<file path="src/rtl/store_buf_pkg.sv">
// rtl/store_buf_pkg.sv - shared constants and entry type for the store buffer
package store_buf_pkg;

   localparam int SB_DEPTH = 4;
   localparam int SB_AW    = 32;
   localparam int SB_DW    = 32;

   typedef struct packed {
      logic [SB_AW-1:0] addr;
      logic [SB_DW-1:0] data;
   } sb_entry_t;

endpackage

</file>
<file path="src/rtl/sb_fwd_match.sv">
// rtl/sb_fwd_match.sv - store-to-load match, youngest valid entry wins (used under STORE_BUF_FWD_EN)
import store_buf_pkg::*;

module sb_fwd_match #(
   parameter  int DEPTH = SB_DEPTH,
   parameter  int AW    = SB_AW,
   parameter  int DW    = SB_DW,
   localparam int PW    = $clog2(DEPTH),
   localparam int CW    = $clog2(DEPTH + 1)
) (
   input  logic [DEPTH*AW-1:0] addr_flat,
   input  logic [DEPTH*DW-1:0] data_flat,
   input  logic [PW-1:0]       rd_ptr,
   input  logic [CW-1:0]       count,
   input  logic [AW-1:0]       ld_addr,
   output logic                hit,
   output logic [DW-1:0]       data
);

   logic [PW-1:0] idx;

   // Walk entries oldest to youngest so a later (younger) match overrides an older one
   always_comb begin
      hit  = 1'b0;
      data = '0;
      idx  = '0;
      for (int k = 0; k < DEPTH; k++) begin
         idx = rd_ptr + PW'(k);
         if ((CW'(k) < count) && (addr_flat[idx*AW +: AW] == ld_addr)) begin
            hit  = 1'b1;
            data = data_flat[idx*DW +: DW];
         end
      end
   end

endmodule

</file>
<file path="src/rtl/store_buffer.sv">
// rtl/store_buffer.sv - posted-write FIFO between core store port and data memory; STORE_BUF_FWD_EN enables load forwarding
import store_buf_pkg::*;

module store_buffer #(
   parameter int DEPTH = SB_DEPTH,
   parameter int AW    = SB_AW,
   parameter int DW    = SB_DW
) (
   input  logic          clk,
   input  logic          reset,
   input  logic          cpu_we,
   input  logic [AW-1:0] cpu_addr,
   input  logic [DW-1:0] cpu_wdata,
   output logic          cpu_stall,
   output logic          mem_valid,
   input  logic          mem_ready,
   output logic [AW-1:0] mem_addr,
   output logic [DW-1:0] mem_wdata,
   input  logic [AW-1:0] ld_addr,
   output logic          fwd_hit,
   output logic [DW-1:0] fwd_data,
   output logic          empty
);

   localparam int PW = $clog2(DEPTH);
   localparam int CW = $clog2(DEPTH + 1);

   logic [AW-1:0] addr_q [DEPTH];
   logic [DW-1:0] data_q [DEPTH];
   logic [PW-1:0] wr_ptr;
   logic [PW-1:0] rd_ptr;
   logic [CW-1:0] count;
   logic          push;
   logic          pop;

   // Status comes only from the registered count, never from cpu_we or mem_ready
   assign cpu_stall = (count == CW'(DEPTH));
   assign mem_valid = (count != '0);
   assign empty     = (count == '0);
   assign push      = cpu_we && !cpu_stall;
   assign pop       = mem_valid && mem_ready;

   // Head is forced to zero when empty so stale storage never shows on the port
   assign mem_addr  = mem_valid ? addr_q[rd_ptr] : '0;
   assign mem_wdata = mem_valid ? data_q[rd_ptr] : '0;

   // Entry storage is deliberately not reset; only valid entries are ever observed
   always_ff @(posedge clk) begin
      if (push) begin
         addr_q[wr_ptr] <= cpu_addr;
         data_q[wr_ptr] <= cpu_wdata;
      end
   end

   // Pointers wrap naturally because DEPTH is a power of two
   always_ff @(posedge clk or negedge reset) begin
      if (!reset) begin
         wr_ptr <= '0;
         rd_ptr <= '0;
         count  <= '0;
      end else begin
         if (push) wr_ptr <= wr_ptr + PW'(1);
         if (pop)  rd_ptr <= rd_ptr + PW'(1);
         case ({push, pop})
            2'b10:   count <= count + CW'(1);
            2'b01:   count <= count - CW'(1);
            default: count <= count;
         endcase
      end
   end

`ifdef STORE_BUF_FWD_EN
   logic [DEPTH*AW-1:0] addr_flat;
   logic [DEPTH*DW-1:0] data_flat;

   for (genvar i = 0; i < DEPTH; i++) begin : g_flat
      assign addr_flat[i*AW +: AW] = addr_q[i];
      assign data_flat[i*DW +: DW] = data_q[i];
   end

   sb_fwd_match #(.DEPTH(DEPTH), .AW(AW), .DW(DW)) u_fwd (
      .addr_flat (addr_flat),
      .data_flat (data_flat),
      .rd_ptr    (rd_ptr),
      .count     (count),
      .ld_addr   (ld_addr),
      .hit       (fwd_hit),
      .data      (fwd_data)
   );
`else
   logic unused_ld_addr;
   assign unused_ld_addr = ^ld_addr;
   assign fwd_hit        = 1'b0;
   assign fwd_data       = '0;
`endif

endmodule
</file>
<file path="config.mk">
export PLATFORM = sky130hd
export DESIGN_NAME = store_buffer
export DESIGN_NICKNAME = d
export VERILOG_FILES = /design/src/rtl/store_buf_pkg.sv /design/src/rtl/sb_fwd_match.sv /design/src/rtl/store_buffer.sv
export SDC_FILE = /design/constraint.sdc
export NUM_CORES = 1
export LEC_CHECK = 0
export CORE_MARGIN = 1
export CORE_UTILIZATION = 48
export CTS_BUF_LIST = sky130_fd_sc_hd__clkbuf_8
export DETAILED_ROUTE_END_ITERATION = 6
export HOLD_SLACK_MARGIN = 0.08
export PLACE_DENSITY = 0.75
export SYNTH_ARGS = -nofsm -noshare
export SYNTH_HDL_FRONTEND = slang
export SYNTH_SLANG_ARGS = --single-unit
</file>
<file path="constraint.sdc">
create_clock -name clk -period 4.09 [get_ports clk]
set_clock_uncertainty 0.1 [all_clocks]
set_input_delay 0.409 -clock clk [delete_from_list [all_inputs] [get_ports clk]]
set_output_delay 0.409 -clock clk [all_outputs]
set_load 0.02 [all_outputs]
</file>
======== Yosys cells after proc, flatten, opt, wreduce, memory -nomap -nowiden ========
Memories as Yosys holds them, arrays and structs flattened.
Index checks and enable logic that the tools add are counted.
word-level totals
  RAM bits ................................ 256
  input port bits ......................... 100
  output and inout port bits .............. 100
  register bits after elaboration ......... 7
  memories kept ........................... 2
memory list
  name    depth  bits a word  rd ports  clocked after memory_dff  wr ports  RTL line            source
  addr_q  4      32           1         0                         1         store_buffer.sv:28  logic [AW-1:0] addr_q [DEPTH];
  data_q  4      32           1         0                         1         store_buffer.sv:29  logic [DW-1:0] data_q [DEPTH];
cells by class
  multiplexer cells ....................... 5
  $add $sub $neg .......................... 4
  reductions and logical operators ........ 6
  equality and inequality tests ........... 3
operator list
  cell                   count
  $mux W32               2
  $pmux W3 S2            1
  $add A2 B1 Y2 const B  2
  $add A3 B1 Y3 const B  1
  $eq A3 B3 Y1 const B   1
  $logic_not A3 Y1       1
  $reduce_bool A3 Y1     1
  $sub A3 B1 Y3 const B  1
  $eq A2 B1 Y1 const B   1
  $eq A2 B2 Y1 const B   1
  $logic_and A1 B1 Y1    2
  $mux W1                2
  $reduce_bool A2 Y1     1
  $logic_not A1 Y1       1

======== Logic depth before layout (Yosys ltp) ========
Gate-level depths: netlist of run 1.
  depth in word-level cells ............... 5
  depth in mapped cells ................... 9
  depth with buffers taken out ............ 9

======== Worst setup path before layout of run 1 ========
OpenSTA, ideal clock, no wires.
  path type ............................... register -> register
  start point ............................. register count[2]
  end point ............................... memory addr_q[0][0] in the netlist's numbering (enable)
  clock period less this slack ............ 3.008 ns
  path slack .............................. 1.082 ns
  cell stages (with the launch flop) ...... 4
  arrival time ............................ 2.480 ns
  cell sequence ........................... dfrtp_1 -> nor3b_1 -> nor2b_1 -> and2_1
on the way
  word-level cells in the longest chain between the ends .. 5
ends and longest elaborated chain
  element                        RTL line            source
  from (decl)                    store_buffer.sv:32  logic [CW-1:0] count;
  from (signal assigned)         store_buffer.sv:65  2'b10: count <= count + CW'(1);
  from (signal assigned)         store_buffer.sv:66  2'b01: count <= count - CW'(1);
  from (signal assigned)         store_buffer.sv:67  default: count <= count;
  $eq A3 B3 Y1                   store_buffer.sv:37  assign cpu_stall = (count == CW'(DEPTH));
  net cpu_stall                  store_buffer.sv:14  output logic cpu_stall,
  $logic_not A1 Y1               store_buffer.sv:40  assign push = cpu_we && !cpu_stall;
  $logic_and A1 B1 Y1            store_buffer.sv:40
  $mux W1                        store_buffer.sv:49  if (push) begin
  $mux W1 (implied by the code)  store_buffer.sv:50  addr_q[wr_ptr] <= cpu_addr;
  to (decl)                      store_buffer.sv:28
The timed path passes the listed nets, and every way through them passes these cells.

======== Worst setup path after layout of run 1 ========
  start point ............................. register rd_ptr[0]
  end point ............................... output port mem_wdata[22]
on the way
  word-level cells in the longest chain between the ends .. 2
ends and longest elaborated chain
  element                 RTL line            source
  from (decl)             store_buffer.sv:31  logic [PW-1:0] rd_ptr;
  from (signal assigned)  store_buffer.sv:63  if (pop) rd_ptr <= rd_ptr + PW'(1);
  $mem_v2 Z4 W32          --
  $mux W32                store_buffer.sv:45  assign mem_wdata = mem_valid ? data_q[rd_ptr] : '0;
  to (decl)               store_buffer.sv:18  output logic [DW-1:0] mem_wdata,
No other way between the ends.

==> results of run 1 <==
worst register-to-register path, cell delays in order (launching register included):
cell and delay (ns):
dfrtp_1 0.41, or3_4 0.61, and2_1 0.27, ha_1 0.21, inv_1 0.06, fa_1 0.38
xor2_1 0.16, nor2_1 0.11, xor2_1 0.17
metal layers:
| metal | wire [µm] | global-route usage (%) | vias up |
|---|---|---|---|
| met1 | 7310 | 20.8 | 2506 |
| met2 | 9250 | 29.5 | 198 |
| met5 | 0 | 0 | - |
| met4 | 262 | 5.15 | 0 |
| li1 | - | - | 2149 |
| met3 | 1460 | 5.90 | 22 |
how the worst max path moves through the flow:
stage                               start                      to  cells past startpoint
finish              rd_ptr[0]$_DFFE_PN0P_           mem_wdata[22]                      4
global placement    rd_ptr[0]$_DFFE_PN0P_           mem_wdata[18]                      4
global route        rd_ptr[0]$_DFFE_PN0P_             mem_addr[0]                      4
detailed placement  rd_ptr[0]$_DFFE_PN0P_           mem_wdata[22]                      4
floorplan            count[2]$_DFFE_PN0P_  addr_q[0][0]$_DFFE_PP_                      3
CTS                 rd_ptr[0]$_DFFE_PN0P_             mem_addr[0]                      4
flip-flops by register name, summed over array words and instances (netlist names):
name / cells
data_q: 128
rd_ptr: 2
count: 3
addr_q: 128
wr_ptr: 2
cells in the final DEF, fill, tap and decap left out, drive strengths merged:
master	Yosys	final
diode	0	1
nor3b	1	1
and2	69	69
dlygate4sd3	0	1
bufinv	0	1
buf	46	2
dfrtp	7	7
xor2	3	3
inv	7	20
mux2i	1	1
clkdlybuf4s50	0	134
mux2	1	1
clkinvlp	0	1
clkbuf	8	43
xnor2	3	3
or3	1	1
conb	1	33
edfxtp	256	256
nand3	1	1
ha	5	5
clkinv	0	18
fa	1	1
nor2	1	1
mux4	64	64
nor2b	1	1
power groups by stage:
stage,logic (mW),registers (mW),clock network (mW)
2_1_floorplan,2.46,3.73,0
3_3_place_gp,3.65,3.96,0
3_5_place_dp,3.68,4.01,0
4_1_cts,3.70,3.95,2.05
5_1_grt,3.89,4.00,2.17
6_report,3.63,3.93,2.00
final cells by class:
type	count	area [µm²]	share of cell area (%)
well taps	275	344	2.74
repair buffers	137	1380	11.0
inverters	7	26.3	0.209
flip-flops and latches	263	7870	62.6
clock inverters	33	164	1.30
clock buffers	43	592	4.71
diodes	1	2.50	0.0199
multi-input cells	185	2200	17.5
cell families after synthesis:
logic type | count (synthesis) | synth area share, %
other | 1 | 0.0363
and+or+nand+nor | 74 | 4.50
buffers and inverters | 61 | 3.92
xor gates and xnor gates | 6 | 0.509
muxes | 66 | 14.2
DFF | 263 | 76.1
adders and majority gates | 6 | 0.799
==> flow_metrics.tcl, run 1 <==
set metrics [dict create \
    dieHeight_um 149 \
    synth_most_common_cell "edfxtp_1" \
    worst_pin_slew_ns 1.02 \
    status "complete, no violations" \
    power.density_nw_per_um2 760 \
    reg2reg_slack_ns 1.53 \
    switching_share_pct 31.8 \
    die_w_um 149 \
    route.detailed.drc 0 \
    placement.cell_area_um2 11800 \
    utilization_pct 59.6 \
    synthCells 477 \
    drive_gt1_share_pct 19.0 \
    cts_tree "done" \
    internal-power_mw 6.51 \
    synth_top_area_share_pct 74.4 \
    routed_wl_um 18300 \
    hold_viol 0 \
    ys_types 21 \
    clock_path_buffers 3 \
    reg2reg_depth 8 \
    p_sw_mw 3.04 \
    post-route-min-period_ns 3.50 \
    cts_buffers 42 \
    yosys_register_bits 263 \
    hp-class "in2reg" \
    ioPinCount 200 \
    area_growth_pct 21.7 \
    setup_viol_count_final 0 \
    yosys_warnings 0 \
    die-area_um2 22100 \
    via_count 4875 \
    place_congestion 0.729 \
    port_buffers 134 \
    coreArea_um2 21100 \
    power_frac_seq_pct 41.1 \
    initial_utilization_pct 49.0 \
    fin_hold_ws_ns 0.385 \
    post-route-cell-area_um2 12600 \
    clock_power_share_pct 20.9 \
    fp-row-count 53 \
    worstHoldStart "mem_ready" \
    synth_area_leaders "edfxtp_1 (74%), mux4_2 (14%), and2_1 (4.2%)" \
    critPathMaxFanout 28 \
    cts.reportedPaths.clkPinSlew_ns 0.05 \
    fin_setup_tns_ns 0 \
    fill_cells 1563 \
    slew_headroom_pct 32.2 \
    cp-start-kind "flop" \
    avgSynthCellArea_um2 21.7 \
    ant_nets 0 \
    rsz0062_at_grt "no" \
    cp.required_ns 3.58 \
    worst-path-buf-inv 2 \
    slew_viol_final 0 \
    r2r-start "count[0]$_DFFE_PN0P_" \
    cts_root_buf "clkbuf_8" \
    ys_seq_area_share_pct 76.1 \
    synth_top_cell_by_area "edfxtp_1" \
    grt_max_degree 69 \
    critPathCaptureType "primary output" \
    dr.pass1.iters 5 \
    clock_sinks 263 \
    placed_cells 866 \
    maxCapViolCount 0 \
    fin_cells 944 \
    grt_first_pass_wirelength_um 28500 \
    cts_resized 0 \
    combPwrFrac_pct 38.0 \
    timing.final.crit_share_pct 85.6 \
    peakVddDrop_uv 445 \
    dp_hpwl_um 9980 \
    synthTopCellsByCount "edfxtp_1 (256), and2_1 (69), mux4_2 (64), buf_4 (35), clkbuf_1 (8)" \
    grt_overflow_total 0 \
    avgRoutedWirePerCell_um 19.4 \
    vias_per_cell 5.16 \
    path_cells "buf_4 > mux4_2 > and2_1 > clkdlybuf4s50_1" \
    mappedNetlistArea_um2 10300 \
    ctsHtreeMaxLevel 2 \
    worst_slack_ns 0.589 \
    cts_hold_repair.buffers 1 \
    critPathTopFamily "buffers and inverters" \
    grt_pass1_vias 5334 \
    synthArstFlopShare_pct 2.66 \
    worstSetupPathType "reg2out" \
    track_usage_pct 17.3 \
    cp.arrival_ns 2.99 \
    holdPathEnd "rd_ptr[1]$_DFFE_PN0P_" \
    post_cts_buffers 0 \
    fin_nets 742 \
    reg2reg_to "count[2]$_DFFE_PN0P_" \
    worst_path_max_delay_cell "dfrtp_4" \
    drt_iter0_markers 198 \
    p_leak_nw 4.21 \
    synth-edff-count 256 \
    timing.fmax_ghz 0.286 \
    cpPeakStageDelay_ns 0.80 \
    clk-insertion-delay-late_ns 0.52 \
    hold_depth 3 \
    antenna_found_initial 1 \
    totalPowerFinal_mw 9.55 \
    dp_slack_ns 1.06 \
    synth-main-ff-cell "edfxtp_1" \
]
No activity file was read; power rests on OpenSTA's default activity.
==> run 2, diff against run 1 <==
REMOVE_ABC_BUFFERS = 1   (was not set)
SYNTH_HIERARCHICAL = 1   (was not set)
clock period = 3.6 ns   (was 4.09 ns; I/O delays follow)
==> run 2 against run 1 <==
  * First-iteration DRC count rose by 58%
  * Clock power is 15% higher
  * Sequential cell count unchanged
  * Wire length rose by 1.3%
  * Via count is 0.33% lower
  * Synthesized area is the same
  * Cell count fell by 0.11%
  * Non-clock buffer count increased by 6
  * Global-route usage about the same
  * Design area rose by 0.92%
  * Critical endpoint is now mem_wdata[31]
  * Largest cell class unchanged
==> flow_metrics.tcl, run 2 <==
set metrics [dict create \
    synthTopCellsByCount "edfxtp_1 (256), and2_1 (69), mux4_2 (64), buf_4 (35), clkbuf_1 (8)" \
    slew_viol_final 0 \
    worstSetupPathType "reg2out" \
    clk-insertion-delay-late_ns 0.52 \
    critPathMaxFanout 18 \
    hold_viol 0 \
    synth_most_common_cell "edfxtp_1" \
    fill_cells 1495 \
    yosys_register_bits 263 \
    dieHeight_um 149 \
    seq_area_um2 7870 \
    layout_common_cells "edfxtp_1 (256), clkdlybuf4s50_1 (134), and2_1 (65), mux4_2 (64), clkbuf_8 (43)" \
    port_buffers 134 \
    drive_gt1_share_pct 19.3 \
    drt_iter0_markers 312 \
    crit_start "rd_ptr[0]$_DFFE_PN0P_" \
    clock_sinks 263 \
    ys_types 21 \
    dp_hpwl_um 10600 \
    die-area_um2 22100 \
    grt_pass1_vias 5318 \
    synth_area_leaders "edfxtp_1 (74%), mux4_2 (14%), and2_1 (4.2%)" \
    peakVddDrop_uv 539 \
    cp-start-kind "flop" \
    via_count 4859 \
    hp-class "in2reg" \
    synthCells 477 \
    vias_per_cell 5.15 \
    p_leak_nw 4.27 \
    reg2reg_slack_ns 1.04 \
    path_cells "buf_4 > mux4_2 > and2_1 > clkdlybuf4s50_1" \
    cts_buffers 42 \
    cp.arrival_ns 2.82 \
    worstHoldStart "mem_ready" \
    avgRoutedWirePerCell_um 19.6 \
    worst_pin_slew_ns 0.710 \
    die_w_um 149 \
    ant_nets 0 \
    fin_setup_tns_ns 0 \
    mappedNetlistArea_um2 10300 \
    top_layer_used "met4" \
    reg2reg_to "count[2]$_DFFE_PN0P_" \
    cp.required_ns 3.14 \
    holdPathEnd "rd_ptr[1]$_DFFE_PN0P_" \
    power.density_nw_per_um2 866 \
    post-route-min-period_ns 3.28 \
    fin_hold_ws_ns 0.347 \
    avgSynthCellArea_um2 21.7 \
    route.detailed.drc 0 \
    cts.reportedPaths.clkPinSlew_ns 0.06 \
    fin_nets 748 \
    cts_tree "done" \
    top_regs "addr_q: 128 flops, data_q: 128 flops, count: 3 flops" \
    worst_path_max_delay_cell "dfrtp_4" \
    synth_top_area_share_pct 74.4 \
    n_antenna_cell 0 \
    timing.final.crit_share_pct 91.1 \
    dr.pass1.iters 4 \
    synthArstFlopShare_pct 2.66 \
    final_common_cell "edfxtp_1" \
    synth-edff-count 256 \
    track_usage_pct 17.3 \
    cts_root_buf "clkbuf_8" \
    grt_overflow_total 0 \
    utilization_pct 60.2 \
    critPathCaptureType "primary output" \
    fp-row-count 53 \
    synth_top_cell_by_area "edfxtp_1" \
    cts_resized 0 \
    grt_first_pass_wirelength_um 28700 \
    ioPinCount 200 \
    maxCapViolCount 0 \
    timing.fmax_ghz 0.305 \
    reg2reg_depth 8 \
    place_congestion 0.673 \
    totalPowerFinal_mw 11.0 \
    coreArea_um2 21100 \
    status "complete, no violations" \
    ys_seq_area_share_pct 76.1 \
    synth-main-ff-cell "edfxtp_1" \
    routed_wl_um 18500 \
    antenna_found_initial 0 \
    slew_headroom_pct 52.7 \
    wl_met3_um 1120 \
    rsz0062_at_grt "no" \
    ctsHtreeMaxLevel 2 \
    grt_max_degree 69 \
    hold_depth 3 \
    wl_met2_um 9590 \
    r2r-start "count[0]$_DFFE_PN0P_" \
    area_growth_pct 22.8 \
    wl_met1_um 7570 \
    multi_input_area_um2 2200 \
    yosys_warnings 6 \
    initial_utilization_pct 49.0 \
    clock_path_buffers 3 \
    setup_viol_count_final 0 \
    cpPeakStageDelay_ns 0.70 \
]
## run 2: worst max-delay path by stage
stage	to	slack [ns]	cells past startpoint
floorplan	mem_addr[0]	-0.34	2
global placement	mem_wdata[0]	0.84	4
detailed placement	mem_wdata[31]	0.81	4
CTS	mem_wdata[31]	0.23	4
global route	mem_wdata[31]	0.15	4
finish	mem_wdata[31]	0.32	4
## run 2: cell type report
type	instances	area share [%]
well taps	275	2.71
inverters	7	0.207
multi-input cells	185	17.3
flip-flops and latches	263	62.0
clock buffers	43	4.66
repair buffers	143	11.8
clock inverters	27	1.27
## run 2: repair_timing
action / CTS / global route
endpoints found under the hold margin: 7 / 0
hold buffers: 1 / 0
buffers inserted: 0 / 0
## run 2: logic make-up after synthesis
family | count (synthesis) | synth area share, %
xor+xnor | 6 | 0.509
fa+ha+maj | 6 | 0.799
buf+inv | 61 | 3.92
flops | 263 | 76.1
mux | 66 | 14.2
other cells | 1 | 0.0363
simple gates | 74 | 4.50
## run 2: metrics by stage
| step | std cells | setup WS, ns | area, µm² |
|---|---|---|---|
| after detailed placement | 872 | 0.813 | 11900 |
| final | 943 | 0.320 | 12700 |
| after global placement | 872 | 0.840 | 11900 |
| after CTS | 943 | 0.227 | 12700 |
| after global routing | 943 | 0.155 | 12700 |
| after floorplan | 455 | -0.335 | 10100 |
## run 2: report_power, final
group | leakage [nW] | switching [mW] | internal, mW
Clock | 0.442 | 1.07 | 1.24
Sequential | 2.42 | 0.284 | 4.05
Combinational | 1.40 | 2.10 | 2.23
Total | 4.27 | 3.46 | 7.53
## run 2: metal layers
| layer | vias up | global-route usage, % |
|---|---|---|
| met5 | - | 0 |
| li1 | 2161 | - |
| met2 | 181 | 29.9 |
| met4 | 0 | 5.10 |
| met3 | 25 | 4.22 |
| met1 | 2492 | 21.8 |
## run 2: worst max-delay path, delay by kind of cell (launching register included)
kind	cells	cell delay, ns
buffers and inverters	2	0.88
AND/OR/NAND/NOR	1	0.18
multiplexers	1	0.53
flip-flops	1	0.70
==> run 3, diff against run 2 <==
ABC_AREA = 1   (was not set)
CORE_UTILIZATION = 39   (was 48)
PLACE_DENSITY = not set   (was 0.75)
==> run 3 against run 2 <==
  * Clock power grew 6%
  * Synthesized area increased by 12%
  * Critical endpoint is now mem_addr[8]
  * Maximum frequency grew 0.75%
  * Largest cell class unchanged
  * Largest power group is now combinational logic
  * Count of clock-buffer cells in the layout increased by 1
  * Non-clock buffer count up 8
  * Global-route usage shrank 0.94 points
==> flow_metrics.tcl, run 3 <==
set metrics [dict create \
    synth_top_cell_by_area "edfxtp_1" \
    hold_viol 0 \
    peakVddDrop_uv 586 \
    track_usage_pct 16.4 \
    worst_path_max_delay_cell "buf_4" \
    grt_first_pass_wirelength_um 38400 \
    internal-power_mw 7.31 \
    rsz0062_at_grt "no" \
    cts_tree "done" \
    die-area_um2 30300 \
    antenna_found_initial 2 \
    timing.final.crit_share_pct 90.4 \
    path_cells "buf_4 > nand3_1 > a21oi_1 > clkdlybuf4s50_1" \
    mappedNetlistArea_um2 11500 \
    synthSimpleGateAreaFrac_pct 14.8 \
    critPathTopFamily "buffers and inverters" \
    synth_top_family_by_area "simple AND/OR/NAND/NOR gates" \
    cp-start-kind "flop" \
    synth_compound_area_share_pct 2.86 \
    ctsHtreeMaxLevel 2 \
    timing.fmax_ghz 0.307 \
    dp_hpwl_um 13100 \
    synthArstFlopShare_pct 2.66 \
    hp-class "in2reg" \
    die_w_um 174 \
    cp.required_ns 3.14 \
    reg2reg_slack_ns 1.27 \
    synth-edff-count 256 \
    cts_resized 0 \
    ys_types 20 \
    place_congestion 0.716 \
    dieHeight_um 174 \
    power.density_nw_per_um2 849 \
    ioPinCount 200 \
    synth_top_area_share_pct 66.6 \
    coreArea_um2 28900 \
    slew_headroom_pct 38.3 \
    route.detailed.drc 0 \
    final_common_cell "inv_1" \
    reg2reg_depth 10 \
    yosys_warnings 6 \
    fin_setup_tns_ns 0 \
    layout_common_cells "inv_1 (286), nand2_1 (270), edfxtp_1 (256), clkdlybuf4s50_1 (134), nand3_1 (133)" \
    drt_iter0_markers 376 \
    slew_viol_final 0 \
    initial_utilization_pct 39.9 \
    cts_root_buf "clkbuf_8" \
    critPathCaptureType "primary output" \
    status "complete, no violations" \
    setup_viol_count_final 0 \
    cpPeakStageDelay_ns 0.73 \
    utilization_pct 48.5 \
    critPathMaxFanout 66 \
    ys_seq_area_share_pct 68.1 \
    area_growth_pct 21.5 \
    crit_start "rd_ptr[1]$_DFFE_PN0P_" \
    worst-path-buf-inv 2 \
    clock_power_share_pct 20.6 \
    placed_cells 1586 \
    combPwrFrac_pct 44.4 \
    synth_xor_area_share_pct 0.152 \
    worst_pin_slew_ns 0.925 \
    fin_nets 1355 \
    post-route-min-period_ns 3.26 \
    drive_gt1_share_pct 6.39 \
    clock_path_buffers 3 \
    synth_area_leaders "edfxtp_1 (67%), inv_1 (8.8%), nand2_1 (8.8%)" \
    synthMuxAreaShare_pct 0 \
    avgRoutedWirePerCell_um 14.7 \
    cp.arrival_ns 2.80 \
    vias_per_cell 4.47 \
    synth-main-ff-cell "edfxtp_1" \
    grt_pass1_vias 7455 \
    p_leak_nw 6.12 \
    p_sw_mw 4.60 \
    synthAdderAreaFrac_pct 0.715 \
    maxCapViolCount 0 \
    yosys_register_bits 263 \
    worstSetupPathType "reg2out" \
    grt_max_degree 131 \
    cts.reportedPaths.clkPinSlew_ns 0.06 \
    r2r-start "count[1]$_DFFE_PN0P_" \
    reg2reg_to "count[2]$_DFFE_PN0P_" \
    port_buffers 134 \
    avgSynthCellArea_um2 10.5 \
    fp-row-count 62 \
    clock_sinks 263 \
    synthCells 1102 \
    switching_share_pct 38.6 \
    routed_wl_um 24400 \
    top_regs "addr_q: 128 flops, data_q: 128 flops, count: 3 flops" \
    clk-insertion-delay-late_ns 0.53 \
    grt_overflow_total 0 \
    fill_cells 2589 \
    endpoint "mem_addr[8]" \
    via_count 7450 \
    cts_buffers 44 \
    power_frac_seq_pct 35.0 \
    fin_hold_ws_ns 0.339 \
    synthTopCellsByCount "inv_1 (270), nand2_1 (270), edfxtp_1 (256), nand3_1 (133), a21oi_1 (64)" \
    ant_nets 0 \
    n_antenna_cell 0 \
    dr.pass1.iters 5 \
    cp.depth 4 \
    fin_cells 1668 \
]
run 3: changes by cell type after synthesis, sizes merged, moves of 28 or more:
cell and delta:
nand3 +133, nand2 +270, and2 -69, buf +28, mux4 -64, inv +266, a21oi +64
run 3: repair_timing:
action,CTS,global route
hold buffers,1,0
hold endpoints to repair,7,0
buffers inserted,0,0
run 3: worst reg2reg max path, cell delays in order, from the launching register on:
cell	delay (ns)
dfrtp_1	0.38
inv_1	0.13
nand3_1	0.20
nand2_1	0.43
ha_1	0.26
inv_1	0.07
fa_1	0.38
nand2_1	0.10
nand3_1	0.07
nand2_1	0.06
nand2_1	0.05
run 3: per-layer routing:
metal	share of wire, %	GRT usage, %	vias up
met5	0.090	0	-
met2	49	28.6	193
li1	-	-	3717
met1	43	20.2	3504
met3	5.8	4.07	32
met4	1.6	4.50	4
run 3: area by class of cell:
cell class / instances / area, µm² / area share, %
well taps: 384 / 480 / 3.43
clock buffers: 44 / 606 / 4.32
clock inverters: 37 / 215 / 1.53
inverters: 273 / 1030 / 7.32
multi-input cells: 516 / 2290 / 16.4
flip-flops and latches: 263 / 7870 / 56.1
repair buffers: 151 / 1530 / 10.9
run 3: logic make-up after synthesis:
family / Yosys count
buffers and inverters: 355
AO/OA/AOI/OAI: 66
adder cells (fa/ha/maj): 6
flip-flops: 263
AND/OR/NAND/NOR: 409
XOR/XNOR: 2
other: 1
run 3: stage by stage:
| step | setup WS (ns) | power (mW) | area [µm²] |
|---|---|---|---|
| 2_1_floorplan | -1.28 | 7.24 | 11200 |
| 3_3_place_gp | 0.903 | 9.54 | 13200 |
| 3_5_place_dp | 0.895 | 9.58 | 13200 |
| 4_1_cts | 0.290 | 12.1 | 14000 |
| 5_1_grt | 0.202 | 12.7 | 14000 |
| 6_report | 0.344 | 11.9 | 14000 |
run 3: worst min-delay path by stage:
stage	start	to	slack, ns	depth (start not counted)
global placement	count[1]$_DFFE_PN0P_	count[1]$_DFFE_PN0P_	0.36	2
detailed placement	count[0]$_DFFE_PN0P_	count[0]$_DFFE_PN0P_	0.38	1
CTS	cpu_addr[27]	addr_q[3][27]$_DFFE_PP_	0.28	1
global route	cpu_wdata[5]	data_q[0][5]$_DFFE_PP_	0.31	1
finish	cpu_addr[27]	addr_q[3][27]$_DFFE_PP_	0.34	1
floorplan	reset	count[0]$_DFFE_PN0P_	-0.04	0
run 3: power groups by stage:
stage / clock network (mW) / registers [mW] / logic, mW
global route: 2.66 / 4.22 / 5.78
finish: 2.45 / 4.17 / 5.28
floorplan: 0 / 4.45 / 2.79
global placement: 0 / 4.22 / 5.32
CTS: 2.54 / 4.18 / 5.38
detailed placement: 0 / 4.24 / 5.35
